**config.mk**
```make
export PLATFORM = sky130hd
export DESIGN_NAME = mnist_infer_sequencer_flat
export DESIGN_NICKNAME = d
export VERILOG_FILES = /design/src/rtl/mnist_infer_sequencer_if.sv /design/src/rtl/mnist_infer_sequencer.sv /design/src/flat_wrapper.sv
export SDC_FILE = /design/constraint.sdc
export NUM_CORES = 1
export LEC_CHECK = 0
export CORE_MARGIN = 2
export CORE_UTILIZATION = 45
export CTS_CLUSTER_DIAMETER = 80
export CTS_CLUSTER_SIZE = 25
export DETAILED_ROUTE_END_ITERATION = 6
export GPL_TIMING_DRIVEN = 0
export HOLD_SLACK_MARGIN = 0.12
export PLACE_DENSITY_LB_ADDON = 0.15
export SETUP_SLACK_MARGIN = 0.2
export SYNTH_ARGS = -nofsm -noshare
export SYNTH_HDL_FRONTEND = slang
export SYNTH_SLANG_ARGS = --single-unit
```
**constraint.sdc**
```tcl
create_clock -name clk -period 5.32 [get_ports clk]
set_clock_uncertainty 0.1 [all_clocks]
set_input_delay 0.798 -clock clk [delete_from_list [all_inputs] [get_ports clk]]
set_output_delay 0.798 -clock clk [all_outputs]
set_load 0.02 [all_outputs]
```
**src/rtl/mnist_infer_sequencer_if.sv**
```systemverilog
// Handshake and core-facing bus between the pixel source, the
// inference sequencer and the MNIST accelerator core.
interface mnist_infer_sequencer_if;
   logic [7:0] s_data;
   logic       s_valid;
   logic       s_ready;
   logic       core_rst;
   logic [7:0] pixel_out;
   logic [9:0] l1_addr;
   logic [6:0] l2_addr;
   logic       l2_en;
   logic [3:0] digit_in;
   logic [3:0] res_digit;
   logic       res_valid;
   logic       res_ready;
   logic       busy;

   modport master (
      input  s_data, s_valid, digit_in, res_ready,
      output s_ready, core_rst, pixel_out, l1_addr, l2_addr,
      output l2_en, res_digit, res_valid, busy
   );

   modport slave (
      output s_data, s_valid, digit_in, res_ready,
      input  s_ready, core_rst, pixel_out, l1_addr, l2_addr,
      input  l2_en, res_digit, res_valid, busy
   );
endinterface

```
**src/rtl/mnist_infer_sequencer.sv**
```systemverilog
// Streams one image into the MNIST core, sweeps layer 2, then
// returns the captured digit over a valid/ready result port.
module mnist_infer_sequencer #(
   parameter int NUM_PIXELS = 784,
   parameter int NUM_HIDDEN = 128,
   parameter int L1_LAT     = 4,
   parameter int L2_LAT     = 4
) (
   input logic clk,
   input logic rst,
   mnist_infer_sequencer_if.master bus
);

   localparam int MAX_LAT = (L1_LAT > L2_LAT) ? L1_LAT : L2_LAT;
   localparam int DW      = $clog2(MAX_LAT + 1);

   localparam logic [9:0]    LAST_PIX = 10'(NUM_PIXELS - 1);
   localparam logic [6:0]    LAST_HID = 7'(NUM_HIDDEN - 1);
   localparam logic [DW-1:0] L1_LAST  = DW'(L1_LAT - 1);
   localparam logic [DW-1:0] L2_LAST  = DW'(L2_LAT - 1);

   typedef enum logic [2:0] {
      S_IDLE,
      S_CLEAR,
      S_LOAD,
      S_L1_DRAIN,
      S_L2_RUN,
      S_L2_DRAIN,
      S_RESULT
   } state_e;

   state_e        state_q, state_d;
   logic [9:0]    cnt_q, cnt_d;
   logic [DW-1:0] drain_q, drain_d;
   logic          s_ready_q, s_ready_d;
   logic          core_rst_q, core_rst_d;
   logic [7:0]    pixel_out_q, pixel_out_d;
   logic [9:0]    l1_addr_q, l1_addr_d;
   logic [6:0]    l2_addr_q, l2_addr_d;
   logic          l2_en_q, l2_en_d;
   logic [3:0]    res_digit_q, res_digit_d;
   logic          res_valid_q, res_valid_d;
   logic          busy_q, busy_d;
   logic          beat;

   assign beat = bus.s_valid & s_ready_q;

   always_comb begin
      state_d     = state_q;
      cnt_d       = cnt_q;
      drain_d     = drain_q;
      pixel_out_d = 8'd0;
      l1_addr_d   = l1_addr_q;
      l2_addr_d   = l2_addr_q;
      res_digit_d = res_digit_q;
      res_valid_d = res_valid_q;

      unique case (state_q)
         S_IDLE: begin
            if (bus.s_valid) state_d = S_CLEAR;
         end
         S_CLEAR: begin
            cnt_d     = 10'd0;
            l1_addr_d = 10'd0;
            state_d   = S_LOAD;
         end
         S_LOAD: begin
            // stall cycles present a zero pixel, which the MAC ignores
            if (beat) begin
               pixel_out_d = bus.s_data;
               l1_addr_d   = cnt_q;
               cnt_d       = cnt_q + 10'd1;
               if (cnt_q == LAST_PIX) begin
                  state_d = S_L1_DRAIN;
                  drain_d = '0;
               end
            end
         end
         S_L1_DRAIN: begin
            if (drain_q == L1_LAST) begin
               state_d   = S_L2_RUN;
               l2_addr_d = 7'd0;
            end else begin
               drain_d = drain_q + DW'(1);
            end
         end
         S_L2_RUN: begin
            if (l2_addr_q == LAST_HID) begin
               state_d = S_L2_DRAIN;
               drain_d = '0;
            end else begin
               l2_addr_d = l2_addr_q + 7'd1;
            end
         end
         S_L2_DRAIN: begin
            if (drain_q == L2_LAST) begin
               res_digit_d = bus.digit_in;
               res_valid_d = 1'b1;
               state_d     = S_RESULT;
            end else begin
               drain_d = drain_q + DW'(1);
            end
         end
         S_RESULT: begin
            if (res_valid_q & bus.res_ready) begin
               res_valid_d = 1'b0;
               state_d     = S_IDLE;
            end
         end
         default: state_d = S_IDLE;
      endcase

      s_ready_d  = (state_d == S_LOAD);
      core_rst_d = (state_d == S_CLEAR);
      l2_en_d    = (state_d == S_L2_RUN) || (state_d == S_L2_DRAIN);
      busy_d     = (state_d != S_IDLE);
   end

   always_ff @(posedge clk) begin
      if (rst) begin
         state_q     <= S_IDLE;
         cnt_q       <= 10'd0;
         drain_q     <= '0;
         s_ready_q   <= 1'b0;
         core_rst_q  <= 1'b1;
         pixel_out_q <= 8'd0;
         l1_addr_q   <= 10'd0;
         l2_addr_q   <= 7'd0;
         l2_en_q     <= 1'b0;
         res_digit_q <= 4'd0;
         res_valid_q <= 1'b0;
         busy_q      <= 1'b0;
      end else begin
         state_q     <= state_d;
         cnt_q       <= cnt_d;
         drain_q     <= drain_d;
         s_ready_q   <= s_ready_d;
         core_rst_q  <= core_rst_d;
         pixel_out_q <= pixel_out_d;
         l1_addr_q   <= l1_addr_d;
         l2_addr_q   <= l2_addr_d;
         l2_en_q     <= l2_en_d;
         res_digit_q <= res_digit_d;
         res_valid_q <= res_valid_d;
         busy_q      <= busy_d;
      end
   end

   assign bus.s_ready   = s_ready_q;
   assign bus.core_rst  = core_rst_q;
   assign bus.pixel_out = pixel_out_q;
   assign bus.l1_addr   = l1_addr_q;
   assign bus.l2_addr   = l2_addr_q;
   assign bus.l2_en     = l2_en_q;
   assign bus.res_digit = res_digit_q;
   assign bus.res_valid = res_valid_q;
   assign bus.busy      = busy_q;

endmodule

```
**src/flat_wrapper.sv**
```systemverilog
// flat-port wrapper written by rule: the top's interface ports become plain ports
module mnist_infer_sequencer_flat 
#(
   parameter int NUM_PIXELS = 784,
   parameter int NUM_HIDDEN = 128,
   parameter int L1_LAT     = 4,
   parameter int L2_LAT     = 4
)
  (clk, rst, bus_s_data, bus_s_valid, bus_digit_in, bus_res_ready, bus_s_ready, bus_core_rst, bus_pixel_out, bus_l1_addr, bus_l2_addr, bus_l2_en, bus_res_digit, bus_res_valid, bus_busy);
  mnist_infer_sequencer_if bus_i ();
  input logic clk;
  input logic rst;
  input wire logic [$bits(bus_i.s_data)-1:0] bus_s_data;
  input wire logic [$bits(bus_i.s_valid)-1:0] bus_s_valid;
  input wire logic [$bits(bus_i.digit_in)-1:0] bus_digit_in;
  input wire logic [$bits(bus_i.res_ready)-1:0] bus_res_ready;
  output wire logic [$bits(bus_i.s_ready)-1:0] bus_s_ready;
  output wire logic [$bits(bus_i.core_rst)-1:0] bus_core_rst;
  output wire logic [$bits(bus_i.pixel_out)-1:0] bus_pixel_out;
  output wire logic [$bits(bus_i.l1_addr)-1:0] bus_l1_addr;
  output wire logic [$bits(bus_i.l2_addr)-1:0] bus_l2_addr;
  output wire logic [$bits(bus_i.l2_en)-1:0] bus_l2_en;
  output wire logic [$bits(bus_i.res_digit)-1:0] bus_res_digit;
  output wire logic [$bits(bus_i.res_valid)-1:0] bus_res_valid;
  output wire logic [$bits(bus_i.busy)-1:0] bus_busy;
  assign bus_i.s_data = bus_s_data;
  assign bus_i.s_valid = bus_s_valid;
  assign bus_i.digit_in = bus_digit_in;
  assign bus_i.res_ready = bus_res_ready;
  assign bus_s_ready = bus_i.s_ready;
  assign bus_core_rst = bus_i.core_rst;
  assign bus_pixel_out = bus_i.pixel_out;
  assign bus_l1_addr = bus_i.l1_addr;
  assign bus_l2_addr = bus_i.l2_addr;
  assign bus_l2_en = bus_i.l2_en;
  assign bus_res_digit = bus_i.res_digit;
  assign bus_res_valid = bus_i.res_valid;
  assign bus_busy = bus_i.busy;
  mnist_infer_sequencer #(.NUM_PIXELS(NUM_PIXELS), .NUM_HIDDEN(NUM_HIDDEN), .L1_LAT(L1_LAT), .L2_LAT(L2_LAT)) u_core (.clk(clk), .rst(rst), .bus(bus_i));
endmodule
```
==> run metrics <==
Post-Route WL 4.92 mm; Die X 74.2 µm; reg-to-reg setup timing slack 3390 ps; maximum vdd drop 0.169 mV; drt via density 5.30; number of distinct library cells after synthesis 44; vias in the first global route 1751; hold_sp u_core.bus.l1_addr[3]; Layout Cell Area excl Fill 0.00293 mm²; TritonCTS clock tree yes; area post-placement 0.00279 mm²; clock-pin slew on the worst setup and hold paths 90 ps; drt drc 0; final hold viol count 0; fin crit share 44.0%; DRT antenna net count 0; Psw 0.166 mW; CORE AREA 0.00472 mm²; worst setup path class in -> reg; Clk pwr share 41.6%; Pint 0.593 mW; Worst Path Required 5460 ps; Worst path most repeated cell a21oi_1; first-pass GRT wire length 8.18 mm; crit path time final 2340 ps; setup bufs post-CTS 0; top sig layer met4; I/O Buffers 49; FMAX 427 MHz; Worst R2R Start u_core.state_q[0]; worst-path fanout max 10; Hold Buf Count CTS 0; mapped cell area 0.00222 mm²; Tot GR Track Use 19.3%; final setup vio count 0; R2R cell count 5; row cnt 25; critical path startpoint category input port; EDFF count, synth 0; initial core utilization 47.0%; HP Class reg -> reg; Power Dens Cells 259 mW/mm²; Sw Share 21.9%; Worst path max stage delay 550 ps; status complete, no violations; # diodes 0; synth warn 0; Lkg Pwr 1.04 nW; #FFs+latches synth 50; post_cts resized 0; Slew headroom 60.4%; I/O pin count 50; hold path depth 2; WL met1 2.31 mm; maxcap violations 0; CP max-delay cell clkdlybuf4s50_1; sequential share of the synthesized area 45.1%; CP Cell Sequence clkdlybuf4s50_1 -> nand4b_2 -> a21oi_1 -> clkbuf_1 -> nand3_1 -> a21oi_1; vias 1970; ratio of cells with drive above 1 in the final layout 6.89%; crit-path leading delay family buffers and inverters; H-tree levels 2; syn_nets 268; arrival time at the worst endpoint 2480 ps; Mean Syn Cell Area 8.95 µm²; r2r endpoint u_core.bus.l2_addr[4]; Synth Flop Type dfxtp_1; slew at the pin closest to its max-slew limit 587 ps; Die Span Y 74.2 µm; Final TNS setup 0 ps; First-pass DRT Iterations 4; Longest Clk Path Bufs 2; Reg power frac 50.2%; Final Max Tran Viols 0; largest net degree at the start of global routing 17; clk sinks 50; wire length on met2 2.13 mm; crit end category register; combinational group share of total power 8.2%; Clock Root Buffer clkbuf_8; Area Overhead vs Synth 32.1%; post-detail-place hpwl 3.53 mm; clk_lat worst skew 300 ps; Synth Instances 248; fin nets 324; FFs w/ async S/R, synth 0%; initial antenna violation count 0; Routed WL per cell 13.2 µm; met3 routed WL 431 µm; total grt overflow 0; RSZ-0062 raised after global routing false; die area 0.00551 mm²; CP Buf/Inv Count 2; initial drt markers 137; Num CTS Buffers 5; gpl congestion 0.807; hold endpoint u_core.bus.l1_addr[3]
[layer usage]
| metal | global-route usage (%) | up-vias |
|---|---|---|
| li1 | - | 1002 |
| met1 | 26.4 | 901 |
| met2 | 28.8 | 62 |
| met3 | 6.50 | 5 |
| met4 | 6.55 | 0 |
| met5 | 0 | - |
[power groups by stage]
stage                     Clock (mW)  Sequential (mW)  Combinational [mW]
after CTS                      0.324            0.382              0.0614
after global routing           0.343            0.383              0.0677
final                          0.316            0.382              0.0619
after global placement             0            0.390              0.0607
after detailed placement           0            0.390              0.0609
after floorplan                    0            0.393              0.0317
[cell usage after synthesis, types with 4 or more instances]
cell type	number	area [µm²]
a21o_1	4	30.0
a21oi_1	28	140
and2_1	11	68.8
and3_1	5	31.3
clkbuf_1	8	30.0
dfxtp_1	50	1000
ha_1	4	50.1
inv_1	6	22.5
mux2i_1	12	120
nand2_1	26	97.6
nand2b_1	5	31.3
nand3_1	19	95.1
nand4_1	5	31.3
nor2_1	15	56.3
or3_1	5	31.3
[how the worst max path moves through the flow]
stage / from / to / cells past startpoint
3_5_place_dp: bus_s_valid / u_core.cnt_q[6] / 5
4_1_cts: bus_s_valid / u_core.drain_q[1] / 5
6_report: bus_s_valid / u_core.bus.l1_addr[2] / 6
3_3_place_gp: bus_s_valid / u_core.drain_q[2] / 5
2_1_floorplan: bus_s_valid / u_core.cnt_q[8] / 4
5_1_grt: bus_s_valid / u_core.bus.l1_addr[7] / 6
[final cells by class]
cell class	instances	area, µm²
flip-flops and latches	50	1000
clock buffers	5	68.8
multi-input cells	180	1150
clock inverters	3	68.8
fillers	408	1790
well taps	67	83.8
inverters	6	22.5
repair buffers	49	490
plain buffers	12	48.8
[state kept, by name, indices dropped and copies added, names as in the netlist]
register,flops
u_core.bus.s_ready,1
u_core.bus.res_valid,1
u_core.bus.pixel_out,8
u_core.bus.l1_addr,10
u_core.bus.core_rst,1
u_core.bus.busy,1
u_core.cnt_q,10
u_core.drain_q,3
u_core.bus.l2_addr,7
u_core.state_q,3
u_core.bus.l2_en,1
u_core.bus.res_digit,4
[logic make-up (layout without fill, tap and decap cells)]
logic type | after synthesis | count (layout) | synth area share, %
compound gates | 55 | 55 | 16.6
mux | 13 | 13 | 5.92
buf+inv | 18 | 75 | 3.21
fa+ha+maj | 4 | 4 | 2.26
flops | 50 | 50 | 45.1
xor+xnor | 3 | 3 | 1.18
simple gates | 105 | 105 | 25.7
[tightest hold or removal path, stage by stage, from the launching register on]
cell     delay (ps)
dfxtp_1         320
nand2_1          50
a21oi_1          50
[cell usage in the layout, fill, tap and decap left out, types with 2 or more instances in the layout]
master           instances
dfxtp_1                 50
ha_1                     4
or4_1                    2
o21a_1                   2
o31ai_1                  2
a31o_2                   3
nand2b_1                 5
nand2_1                 26
and2_1                  11
and3_1                   5
clkdlybuf4s50_1         49
o21ai_0                  3
nand3_1                 19
clkbuf_8                 5
xnor2_1                  3
a21oi_1                 28
inv_1                    6
nor2b_1                  3
o2111ai_1                2
and4bb_2                 2
bufinv_16                2
nor2_1                  15
mux2i_1                 12
clkbuf_1                 8
or3_1                    5
a31oi_1                  2
nand4_1                  5
buf_2                    3
a21o_1                   4
[per-stage QoR]
| step | setup WS, ps | hold slack, ps | util, % | power (mW) | cells |
|---|---|---|---|---|---|
| after floorplan | 3340 | 349 | - | 0.425 | 248 |
| after global placement | 2670 | 345 | 59.1 | 0.451 | 364 |
| after detailed placement | 2660 | 345 | 59.1 | 0.451 | 364 |
| after CTS | 2990 | 359 | 62.0 | 0.767 | 372 |
| after global routing | 2810 | 382 | 62.0 | 0.793 | 372 |
| final | 2980 | 355 | 62.0 | 0.759 | 372 |
No activity file was read; power rests on OpenSTA's default activity.
